$ cat src/rtl/multicycle_control.sv
// Main control FSM of the multicycle CPU: sequences fetch/decode/execute/memory/writeback
// and drives the program-counter load controls plus all datapath selects and enables.
module multicycle_control #(
  parameter int          CNT_WIDTH = 32,
  parameter logic [5:0]  OP_RTYPE  = 6'h00,
  parameter logic [5:0]  OP_LW     = 6'h23,
  parameter logic [5:0]  OP_SW     = 6'h2B,
  parameter logic [5:0]  OP_BEQ    = 6'h04,
  parameter logic [5:0]  OP_J      = 6'h02,
  parameter logic [5:0]  OP_ADDI   = 6'h08
) (
  input  logic                 clk,
  input  logic                 reset,
  input  logic [5:0]           opcode,
  input  logic                 mem_ready,
  output logic                 PCWrite,
  output logic                 PCWriteCond,
  output logic [1:0]           PCSource,
  output logic                 IorD,
  output logic                 MemRead,
  output logic                 MemWrite,
  output logic                 IRWrite,
  output logic                 MemtoReg,
  output logic                 RegDst,
  output logic                 RegWrite,
  output logic                 ALUSrcA,
  output logic [1:0]           ALUSrcB,
  output logic [1:0]           ALUOp,
  output logic [3:0]           state,
  output logic                 illegal_op,
  output logic [CNT_WIDTH-1:0] instr_count
);

  typedef enum logic [3:0] {
    FETCH   = 4'd0,
    DECODE  = 4'd1,
    MEMADR  = 4'd2,
    MEMRD   = 4'd3,
    MEMWB   = 4'd4,
    MEMWR   = 4'd5,
    EXEC_R  = 4'd6,
    RWB     = 4'd7,
    BRANCH  = 4'd8,
    JUMP    = 4'd9,
    ADDI_EX = 4'd10,
    ADDI_WB = 4'd11
  } state_t;

  localparam logic [CNT_WIDTH-1:0] CNT_ONE = 1;

  state_t cur_state, next_state;
  logic   set_illegal;
  logic   retire;

  always_ff @(posedge clk or negedge reset) begin
    if (!reset) begin
      cur_state   <= FETCH;
      illegal_op  <= 1'b0;
      instr_count <= '0;
    end else begin
      cur_state <= next_state;
      if (set_illegal)
        illegal_op <= 1'b1;
      if (retire)
        instr_count <= instr_count + CNT_ONE;
    end
  end

  assign state = cur_state;

  always_comb begin
    next_state  = FETCH;
    set_illegal = 1'b0;
    retire      = 1'b0;
    PCWrite     = 1'b0;
    PCWriteCond = 1'b0;
    PCSource    = 2'b00;
    IorD        = 1'b0;
    MemRead     = 1'b0;
    MemWrite    = 1'b0;
    IRWrite     = 1'b0;
    MemtoReg    = 1'b0;
    RegDst      = 1'b0;
    RegWrite    = 1'b0;
    ALUSrcA     = 1'b0;
    ALUSrcB     = 2'b00;
    ALUOp       = 2'b00;
    case (cur_state)
      FETCH: begin
        MemRead    = 1'b1;
        ALUSrcB    = 2'b01;
        IRWrite    = mem_ready;
        PCWrite    = mem_ready;
        next_state = mem_ready ? DECODE : FETCH;
      end
      DECODE: begin
        ALUSrcB = 2'b11;
        if (opcode == OP_LW || opcode == OP_SW) next_state = MEMADR;
        else if (opcode == OP_RTYPE)            next_state = EXEC_R;
        else if (opcode == OP_BEQ)              next_state = BRANCH;
        else if (opcode == OP_J)                next_state = JUMP;
        else if (opcode == OP_ADDI)             next_state = ADDI_EX;
        else begin
          next_state  = FETCH;
          set_illegal = 1'b1;
        end
      end
      MEMADR: begin
        ALUSrcA    = 1'b1;
        ALUSrcB    = 2'b10;
        next_state = (opcode == OP_LW) ? MEMRD : MEMWR;
      end
      MEMRD: begin
        MemRead    = 1'b1;
        IorD       = 1'b1;
        next_state = mem_ready ? MEMWB : MEMRD;
      end
      MEMWB: begin
        RegWrite = 1'b1;
        MemtoReg = 1'b1;
        retire   = 1'b1;
      end
      MEMWR: begin
        MemWrite   = 1'b1;
        IorD       = 1'b1;
        retire     = mem_ready;
        next_state = mem_ready ? FETCH : MEMWR;
      end
      EXEC_R: begin
        ALUSrcA    = 1'b1;
        ALUOp      = 2'b10;
        next_state = RWB;
      end
      RWB: begin
        RegWrite = 1'b1;
        RegDst   = 1'b1;
        retire   = 1'b1;
      end
      BRANCH: begin
        ALUSrcA     = 1'b1;
        ALUOp       = 2'b01;
        PCWriteCond = 1'b1;
        PCSource    = 2'b01;
        retire      = 1'b1;
      end
      JUMP: begin
        PCWrite  = 1'b1;
        PCSource = 2'b10;
        retire   = 1'b1;
      end
      ADDI_EX: begin
        ALUSrcA    = 1'b1;
        ALUSrcB    = 2'b10;
        next_state = ADDI_WB;
      end
      ADDI_WB: begin
        RegWrite = 1'b1;
        retire   = 1'b1;
      end
      default: next_state = FETCH;
    endcase
    // The state register resets to FETCH, so strobes must be masked while reset is held.
    if (!reset) begin
      PCWrite     = 1'b0;
      PCWriteCond = 1'b0;
      PCSource    = 2'b00;
      IorD        = 1'b0;
      MemRead     = 1'b0;
      MemWrite    = 1'b0;
      IRWrite     = 1'b0;
      MemtoReg    = 1'b0;
      RegDst      = 1'b0;
      RegWrite    = 1'b0;
      ALUSrcA     = 1'b0;
      ALUSrcB     = 2'b00;
      ALUOp       = 2'b00;
    end
  end

endmodule
$ cat config.mk
export PLATFORM = sky130hd
export DESIGN_NAME = multicycle_control
export DESIGN_NICKNAME = d
export VERILOG_FILES = /design/src/rtl/multicycle_control.sv
export SDC_FILE = /design/constraint.sdc
export NUM_CORES = 1
export LEC_CHECK = 0
export CORE_MARGIN = 5
export CORE_UTILIZATION = 50
export DETAILED_ROUTE_END_ITERATION = 10
export HOLD_SLACK_MARGIN = 0.05
export MAX_ROUTING_LAYER = met4
export PLACE_DENSITY = 0.85
export SLEW_MARGIN = 20
export SYNTH_ARGS = -nofsm -noshare
export SYNTH_HDL_FRONTEND = slang
export SYNTH_SLANG_ARGS = --single-unit
$ cat constraint.sdc
create_clock -name clk -period 3.3 [get_ports clk]
set_input_delay 0.66 -clock clk [delete_from_list [all_inputs] [get_ports clk]]
set_output_delay 0.66 -clock clk [all_outputs]
set_load 0.03 [all_outputs]
# After elaboration in Yosys (flattened, before gate mapping)
# Cells that the tools add are included.
[word_totals]
reg_bits = 37
input_bits = 9
word_cells = 72
[op_classes]
n_addsub = 1
n_eq_ne = 16
muxes = 43
reduce_logical = 9
[op_table]
columns = ["cell", "count"]
rows = [
  ["$add 32x1->32 const B", 1],
  ["$pmux 4 s7", 1],
  ["$mux 1", 26],
  ["$mux 4", 5],
  ["$eq 4x3->1 const B", 4],
  ["$eq 4x4->1 const B", 4],
  ["$eq 6x6->1 const B", 2],
  ["$mux 3", 3],
  ["$eq 4x2->1 const B", 2],
  ["$pmux 2 s2", 2],
  ["$eq 6x2->1 const B", 1],
  ["$eq 6x3->1 const B", 1],
  ["$eq 6x4->1 const B", 1],
  ["$logic_not 6->1", 1],
  ["$mux 2", 3],
  ["$pmux 2 s3", 1],
  ["$reduce_or 2->1", 3],
  ["$reduce_or 5->1", 1],
  ["$eq 4x1->1 const B", 1],
  ["$logic_not 4->1", 1],
  ["$pmux 1 s2", 2],
  ["$reduce_or 4->1", 1],
  ["$reduce_or 3->1", 1],
  ["$logic_or 1x1->1", 1],
]

# Depth between registers and ports, before layout
# Gate-level depths: netlist (run 1).
[depth]
word_depth = 7
ltp_mapped = 7
mapped_depth_nobuf = 5

# Worst setup path after synthesis (run 1)
# No wires, ideal clock.
[synth_path]
path_type = "flip-flop to output port"
startpoint = "register cur_state[3] (netlist: state[3])"
endpoint = "output port PCSource[0]"
arrival_ns = 2.039
required_time_ns = 2.640
setup_slack_ns = 0.601
path_stages_with_launch = 5
n_path_buf = 2
path_cell_list = "dfrtp_1 > clkbuf_1 > nand3_1 > nor3_1 > buf_4"
[synth_via]
elab_chain_len = 3
word_cells_on_any_way = 4
[synth_lines]
columns = ["element", "line_no", "source"]
rows = [
  ["start, declared", "51", "state_t cur_state, next_state;"],
  ["start signal, assigned", "61", "cur_state <= next_state;"],
  ["$eq 4x4->1", "88", "case (cur_state)"],
  ["$pmux 2 s2 *", "88", ""],
  ["$mux 2 *", "163", "if (!reset) begin"],
  ["end, declared", "18", "output logic [1:0] PCSource,"],
]
# Mark *: on every way between the ends. The rest lies on a longest branch, timed or not.

# Final worst setup path (run 1)
[layout_path]
startpoint = "register cur_state[2] (netlist: state[2])"
endpoint = "output port PCWrite"
[layout_via]
elab_chain_len = 3
word_cells_on_any_way = 4
[layout_lines]
columns = ["element", "line_no", "source"]
rows = [
  ["$eq 4x4->1 / $logic_not 4->1 (equally long branches)", "88", ""],
  ["$pmux 1 s2 *", "88", ""],
  ["$mux 1 *", "163", ""],
  ["end, declared", "16", "output logic PCWrite,"],
]
# Marked as above.

==> results by group, run 1 <==
Floorplanning
  • Die H: 73.5 µm
  • Die Area: 0.00540 mm²
  • Num ports: 62
  • Initial core utilization: 51.1%
  • Std-Cell Core Area: 0.00394 mm²
  • Rows: 23
  • Die width: 73.5 µm

Run
  • Max-cap viol count: 0

Clocking
  • CTS H-tree lvls: 2
  • Root Buffer Master: clkbuf_8
  • Post-CTS setup buffers: 0
  • Clock sinks: 37
  • CTS tree: done
  • Num CTS Buffers: 5
  • Worst-Skew Late Latency: 0.29 ns
  • Post-CTS Resized: 0
  • Post-CTS Hold Fix Bufs: 0
  • Worst-path clk slew: 0.07 ns
  • Clock buffer depth: 2

Global route
  • Initial antenna violation count: 0
  • Global-route usage over all layers: 20.0%
  • Largest net degree at the start of global routing: 26
  • First-pass GRT wire length: 8240 µm
  • Total gr overflow: 0
  • Vias in the first global route: 1778

Logic synthesis
  • Mapped Area: 0.00202 mm²
  • Dominant cell type by area after synthesis: dfrtp_1
  • Seq/Total Area, Yosys: 45.9%
  • Top cell type's share of synthesized area: 45.9%
  • Post-Synthesis Cells: 211
  • Yosys cell types: 37
  • Syn nets: 221
  • Yosys reg bits: 37
  • Syn Area/Cell: 9.55 µm²
  • Ys Warns: 0
  • Top post-synthesis cells by area: dfrtp_1 46%, xor2_1 9.1%, xnor2_1 5.6%, nor2_1 4.8%, nand2_1 3.9%

Worst setup path
  • Critical path class: reg -> out
  • Register-to-register setup slack: 1.13 ns
  • Crit path cell chain: nor2_1 -> and4_1 -> or2_2 -> clkdlybuf4s50_1
  • CP Launch Type: flip-flop
  • Slowest cell on crit path: dfrtp_1
  • FF-to-FF path depth: 5
  • RR Endpoint: instr_count[27]
  • CP endpoint kind: output port
  • Crit-path max cell delay: 0.65 ns
  • Required time of the critical path: 2.64 ns
  • Buf/Inv on CP: 1
  • Arrival time worst endpoint: 2.28 ns
  • RR Startpoint: state[2]
  • CP max FO: 16
  • Top delay family on crit path: simple AND/OR/NAND/NOR gates

Final layout
  • Number of antenna cells inserted: 0
  • P&R area growth vs syn: 37.6%
  • Layout cells sized above 1: 7.61%
  • Post-Layout Cell Count: 326
  • Final instance area: 0.00277 mm²
  • Fin nets: 285

STA
  • Fin. max-slew vios: 0
  • Min Hold Slack: 0.179 ns
  • Final setup fails: 0
  • Relative slew slack: 66.8%
  • Slew @ Worst Pin: 0.497 ns
  • Minimum clock period: 2.94 ns
  • Worst Skew: 0.00598 ns
  • FMAX: 340 MHz
  • Hold Fails Final Rpt: 0
  • Tcrit/Tclk final: 89.1%
  • RSZ-0062 raised after global routing: no
  • Setup TNS: 0 ns

Place
  • GP Congestion: 0.817
  • Port bufs: 61
  • Area after DPL: 0.00267 mm²
  • Placed cell count: 318
  • Post-DP HPWL: 3550 µm

Route
  • DR iter-0 viols: 120
  • Vias per inst: 5.51
  • Via count: 1797
  • WL/cell: 14.2 µm
  • First-pass detailed-route iteration total: 4
  • DRC: 0
  • Total wire length: 4630 µm
  • Routed Antenna Nets: 0

Worst hold path
  • Type of the worst min-delay path: in -> async

Power and ir drop
  • Pwr Density: 402 mW/mm²
  • VDD IR-drop max: 463 µV
  • Static Leak: 1.19 nW

Outcome
  • Status: completed
## per-stage QoR
step / worst slack, ns / util (%) / total power, mW
2_1_floorplan: 0.601 / - / 0.665
3_3_place_gp: 0.424 / 67.8 / 0.773
3_5_place_dp: 0.421 / 67.8 / 0.781
4_1_cts: 0.362 / 70.3 / 1.13
5_1_grt: 0.163 / 70.3 / 1.17
6_report: 0.360 / 70.3 / 1.11
## synthesized netlist by cell type
cell / number
nand4_1: 10
and4bb_1: 1
dfrtp_1: 37
nor3_2: 1
a31o_2: 1
or2_2: 1
nor3b_1: 2
clkbuf_1: 4
nand2_1: 21
and4_1: 3
inv_1: 4
nor4b_4: 1
o21a_1: 1
nand2b_1: 2
or3_1: 1
nor4_1: 3
o311ai_0: 1
o211ai_1: 2
xor2_1: 21
o21ai_0: 7
nor3_1: 13
nor2_1: 26
buf_4: 2
nand3_2: 1
mux2_1: 1
xnor2_1: 13
nand3_1: 11
nor2b_1: 2
ha_1: 1
a221oi_1: 1
and3_1: 5
a21oi_1: 3
nor4_2: 3
nand3b_1: 1
nand4_2: 1
buf_2: 1
o221ai_1: 2
## layout make-up
type                    count  area [µm²]
well taps                  50        62.6
fillers                   331        1170
inverters                   4        15.0
multi-input cells         163        1040
clock buffers               7        96.3
clock inverters             1        5.00
flip-flops and latches     37         926
repair buffers             64         628
## worst register-to-register path, cell delays in order, from the launching register on
cell and delay (ns):
dfrtp_1 0.65, nor2_1 0.21, nor4b_4 0.46, nand4_1 0.34, nor3_1 0.27, xor2_1 0.16
## cell usage in the layout (no fill, tap or decap), types with 5 or more instances in the layout
master            n
o21ai_0           7
nand3_1          11
xor2_1           21
and3_1            5
dfrtp_1          37
nand2_1          21
nand4_1          10
nor2_1           26
nor3_1           13
xnor2_1          13
clkbuf_8          7
clkdlybuf4s50_1  60
## logic make-up (layout without fill, tap and decap cells)
logic type / count (synthesis) / count (layout) / share of synthesized area (%)
compound gates: 18 / 18 / 5.77
xor+xnor: 34 / 34 / 14.8
fa+ha+maj: 1 / 1 / 0.621
buf+inv: 11 / 76 / 2.48
flops: 37 / 37 / 45.9
mux: 1 / 1 / 0.559
simple gates: 109 / 109 / 29.9
## routing by layer
| layer | wire [µm] | part of all wire, % | track usage [%] |
|---|---|---|---|
| met4 | 94 | 2.0 | 7.24 |
| met3 | 264 | 5.7 | 4.24 |
| met1 | 2000 | 43 | 26.3 |
| met2 | 2260 | 49 | 30.7 |
| met5 | 0 | 0 | - |
## state kept, by name, indices dropped and copies added (netlist names)
name         count
instr_count     32
state            4
illegal_op       1
## worst max-delay path by stage
stage               startpoint          end  slack (ns)  cells past startpoint
floorplan             state[3]  PCSource[0]        0.60                      4
global placement     mem_ready      PCWrite        0.42                      4
detailed placement   mem_ready      PCWrite        0.42                      4
CTS                   state[2]      PCWrite        0.36                      4
global route          state[2]     RegWrite        0.16                      4
finish                state[2]      PCWrite        0.36                      4
## where the power goes
part	switching [mW]	leakage, nW	total, mW	internal [mW]
logic	0.138	0.643	0.245	0.107
clock network	0.155	0.0542	0.344	0.189
registers	0.0458	0.488	0.526	0.480
No activity file was read; power rests on OpenSTA's default activity.
==> run 2: changes to the inputs <==
--- a/config.mk
+++ b/config.mk
@@ -6,11 +6,11 @@
 export NUM_CORES = 1
 export LEC_CHECK = 0
 export CORE_MARGIN = 5
-export CORE_UTILIZATION = 50
+export CORE_UTILIZATION = 30
 export DETAILED_ROUTE_END_ITERATION = 10
+export GPL_ROUTABILITY_DRIVEN = 0
 export HOLD_SLACK_MARGIN = 0.05
 export MAX_ROUTING_LAYER = met4
-export PLACE_DENSITY = 0.85
 export SLEW_MARGIN = 20
 export SYNTH_ARGS = -nofsm -noshare
 export SYNTH_HDL_FRONTEND = slang
==> run 2 against run 1 <==
Count of clock-buffer cells in the layout is 2 lower; clock power is 35% higher; fmax is 0.37% lower; worst hold slack better by 0.0090 ns; critical path type unchanged; largest cell class unchanged.
==> results by group, run 2 (synthesized netlist as in run 1, its figures left out) <==
Outcome
  • Status: completed (unchanged)

Worst setup path
  • Register-to-register setup slack: 1.08 ns (was 1.13 ns)
  • CP endpoint kind: output port (unchanged)
  • CP max FO: 16 (unchanged)
  • Top delay family on crit path: buffers and inverters (was simple AND/OR/NAND/NOR gates)
  • FF-to-FF path depth: 5 (unchanged)
  • RR Startpoint: state[2] (unchanged)
  • Crit path cell chain: inv_1 -> nand3_1 -> nor2_1 -> or2_2 -> clkdlybuf4s50_1 (was nor2_1 -> and4_1 -> or2_2 -> clkdlybuf4s50_1)
  • Crit-path max cell delay: 0.67 ns (was 0.65 ns)
  • CP Launch Type: flip-flop (unchanged)
  • Required time of the critical path: 2.64 ns (about the same)
  • Critical path class: reg -> out (unchanged)
  • Arrival time worst endpoint: 2.29 ns (was 2.28 ns)
  • Slowest cell on crit path: dfrtp_1 (unchanged)
  • Buf/Inv on CP: 2 (was 1)
  • RR Endpoint: instr_count[27] (unchanged)

Floorplanning
  • Die H: 92.0 µm (was 73.5 µm)
  • Std-Cell Core Area: 0.00646 mm² (was 0.00394 mm²)
  • Rows: 29 (was 23)
  • Num ports: 62 (unchanged)
  • Die Area: 0.00846 mm² (was 0.00540 mm²)
  • Die width: 92.0 µm (was 73.5 µm)
  • Initial core utilization: 31.2% (was 51.1%)

STA
  • Slew @ Worst Pin: 0.524 ns (was 0.497 ns)
  • RSZ-0062 raised after global routing: no (unchanged)
  • Final setup fails: 0 (unchanged)
  • Minimum clock period: 2.95 ns (was 2.94 ns)
  • Hold Fails Final Rpt: 0 (unchanged)
  • Relative slew slack: 65.1% (was 66.8%)
  • FMAX: 339 MHz (was 340 MHz)
  • Fin. max-slew vios: 0 (unchanged)
  • Tcrit/Tclk final: 89.4% (was 89.1%)
  • Setup TNS: 0 ns (unchanged)
  • Worst Skew: 0.00738 ns (was 0.00598 ns)

Power and ir drop
  • Static Leak: 1.19 nW (about the same)
  • Pwr Density: 437 mW/mm² (was 402 mW/mm²)
  • VDD IR-drop max: 553 µV (was 463 µV)

Route
  • DRC: 0 (unchanged)
  • First-pass detailed-route iteration total: 6 (was 4)
  • Routed Antenna Nets: 0 (unchanged)
  • WL/cell: 13.8 µm (was 14.2 µm)
  • Via count: 1733 (was 1797)
  • Vias per inst: 4.92 (was 5.51)
  • DR iter-0 viols: 66 (was 120)
  • Total wire length: 4880 µm (was 4630 µm)

Clocking
  • Root Buffer Master: clkbuf_8 (unchanged)
  • Num CTS Buffers: 5 (unchanged)
  • Post-CTS Resized: 0 (unchanged)
  • Post-CTS setup buffers: 0 (unchanged)
  • Post-CTS Hold Fix Bufs: 0 (unchanged)
  • Worst-path clk slew: 0.08 ns (was 0.07 ns)
  • Clock buffer depth: 2 (unchanged)
  • Clock sinks: 37 (unchanged)
  • Worst-Skew Late Latency: 0.29 ns (about the same)
  • CTS tree: done (unchanged)
  • CTS H-tree lvls: 2 (unchanged)

Place
  • Port bufs: 61 (unchanged)
  • Post-DP HPWL: 3590 µm (was 3550 µm)
  • Placed cell count: 344 (was 318)

Final layout
  • Most common cell after layout, fill and taps aside: clkdlybuf4s50_1 (unchanged)
  • Number of flip-flops under the largest register name: 32 (unchanged)
  • Number of antenna cells inserted: 0 (unchanged)
  • Reg with most FFs: instr_count (unchanged)
  • Post-Layout Cell Count: 352 (was 326)
  • Most frequent cells in the layout: 60 x clkdlybuf4s50_1, 37 x dfrtp_1, 26 x nor2_1 (unchanged)
  • Layout cells sized above 1: 7.27% (was 7.61%)
  • P&R area growth vs syn: 40.5% (was 37.6%)
  • Final core utilization: 43.8% (was 70.3%)
  • Fin nets: 284 (was 285)

Global route
  • Vias in the first global route: 1761 (was 1778)
  • First-pass GRT wire length: 8310 µm (was 8240 µm)
  • Initial antenna violation count: 0 (unchanged)
  • Largest net degree at the start of global routing: 37 (was 26)
  • Global-route usage over all layers: 12.1% (was 20.0%)
  • Total gr overflow: 0 (unchanged)

Run
  • Max-cap viol count: 0 (unchanged)

Worst hold path
  • Type of the worst min-delay path: in -> async (unchanged)
-- run 2: cell count changes in the layout (fill, tap and decap cells not counted), sizes merged --
cell	previous run	this run
bufinv	0	2
clkbuf	7	5
buf	4	3
-- run 2: cell type report --
type,count,area [µm²]
Sequential cell,37,926
Clock buffer,5,68.8
Timing Repair Buffer,63,621
Tap cell,77,96.3
Multi-Input combinational cell,163,1040
Fill cell,648,3630
Clock inverter,3,65.1
Inverter,4,15.0
-- run 2: routing by layer --
metal,vias to the layer above,global-route usage [%],routed length (µm)
met2,48,18.8,2320
met1,819,16.0,2330
met3,2,1.96,195
met5,-,-,0
li1,864,-,-
met4,0,4.21,24
-- run 2: worst max-delay path by stage --
stage	cells past startpoint	start	endpoint	slack, ns
final	5	state[2]	PCWrite	0.35
after global routing	4	state[2]	RegWrite	0.19
after CTS	4	state[2]	RegWrite	0.34
after detailed placement	4	mem_ready	PCWrite	0.41
after global placement	4	mem_ready	PCWrite	0.41
after floorplan	4	state[3]	PCSource[0]	0.60
-- run 2: stage by stage --
stage | worst slack, ns | hold WS, ns | power, mW | instance area [µm²]
final | 0.349 | 0.188 | 1.24 | 2830
after global routing | 0.186 | 0.185 | 1.29 | 2830
after CTS | 0.339 | 0.184 | 1.25 | 2830
after detailed placement | 0.405 | 0.459 | 0.782 | 2700
after global placement | 0.414 | 0.463 | 0.776 | 2700
after floorplan | 0.601 | 0.364 | 0.665 | 2020
-- run 2: where the power goes --
part	total (mW)	internal, mW	switching, mW
sequential	0.527	0.480	0.0473
clock	0.466	0.300	0.166
combinational	0.245	0.106	0.139
==> run 3: changes to the inputs <==
--- a/config.mk
+++ b/config.mk
@@ -7,6 +7,7 @@
 export LEC_CHECK = 0
 export CORE_MARGIN = 5
 export CORE_UTILIZATION = 30
+export CTS_BUF_LIST = sky130_fd_sc_hd__clkbuf_8
 export DETAILED_ROUTE_END_ITERATION = 10
 export GPL_ROUTABILITY_DRIVEN = 0
 export HOLD_SLACK_MARGIN = 0.05
==> results of run 3 <==
Same layout as run 2: the final DEF is identical, and so are final timing and power.
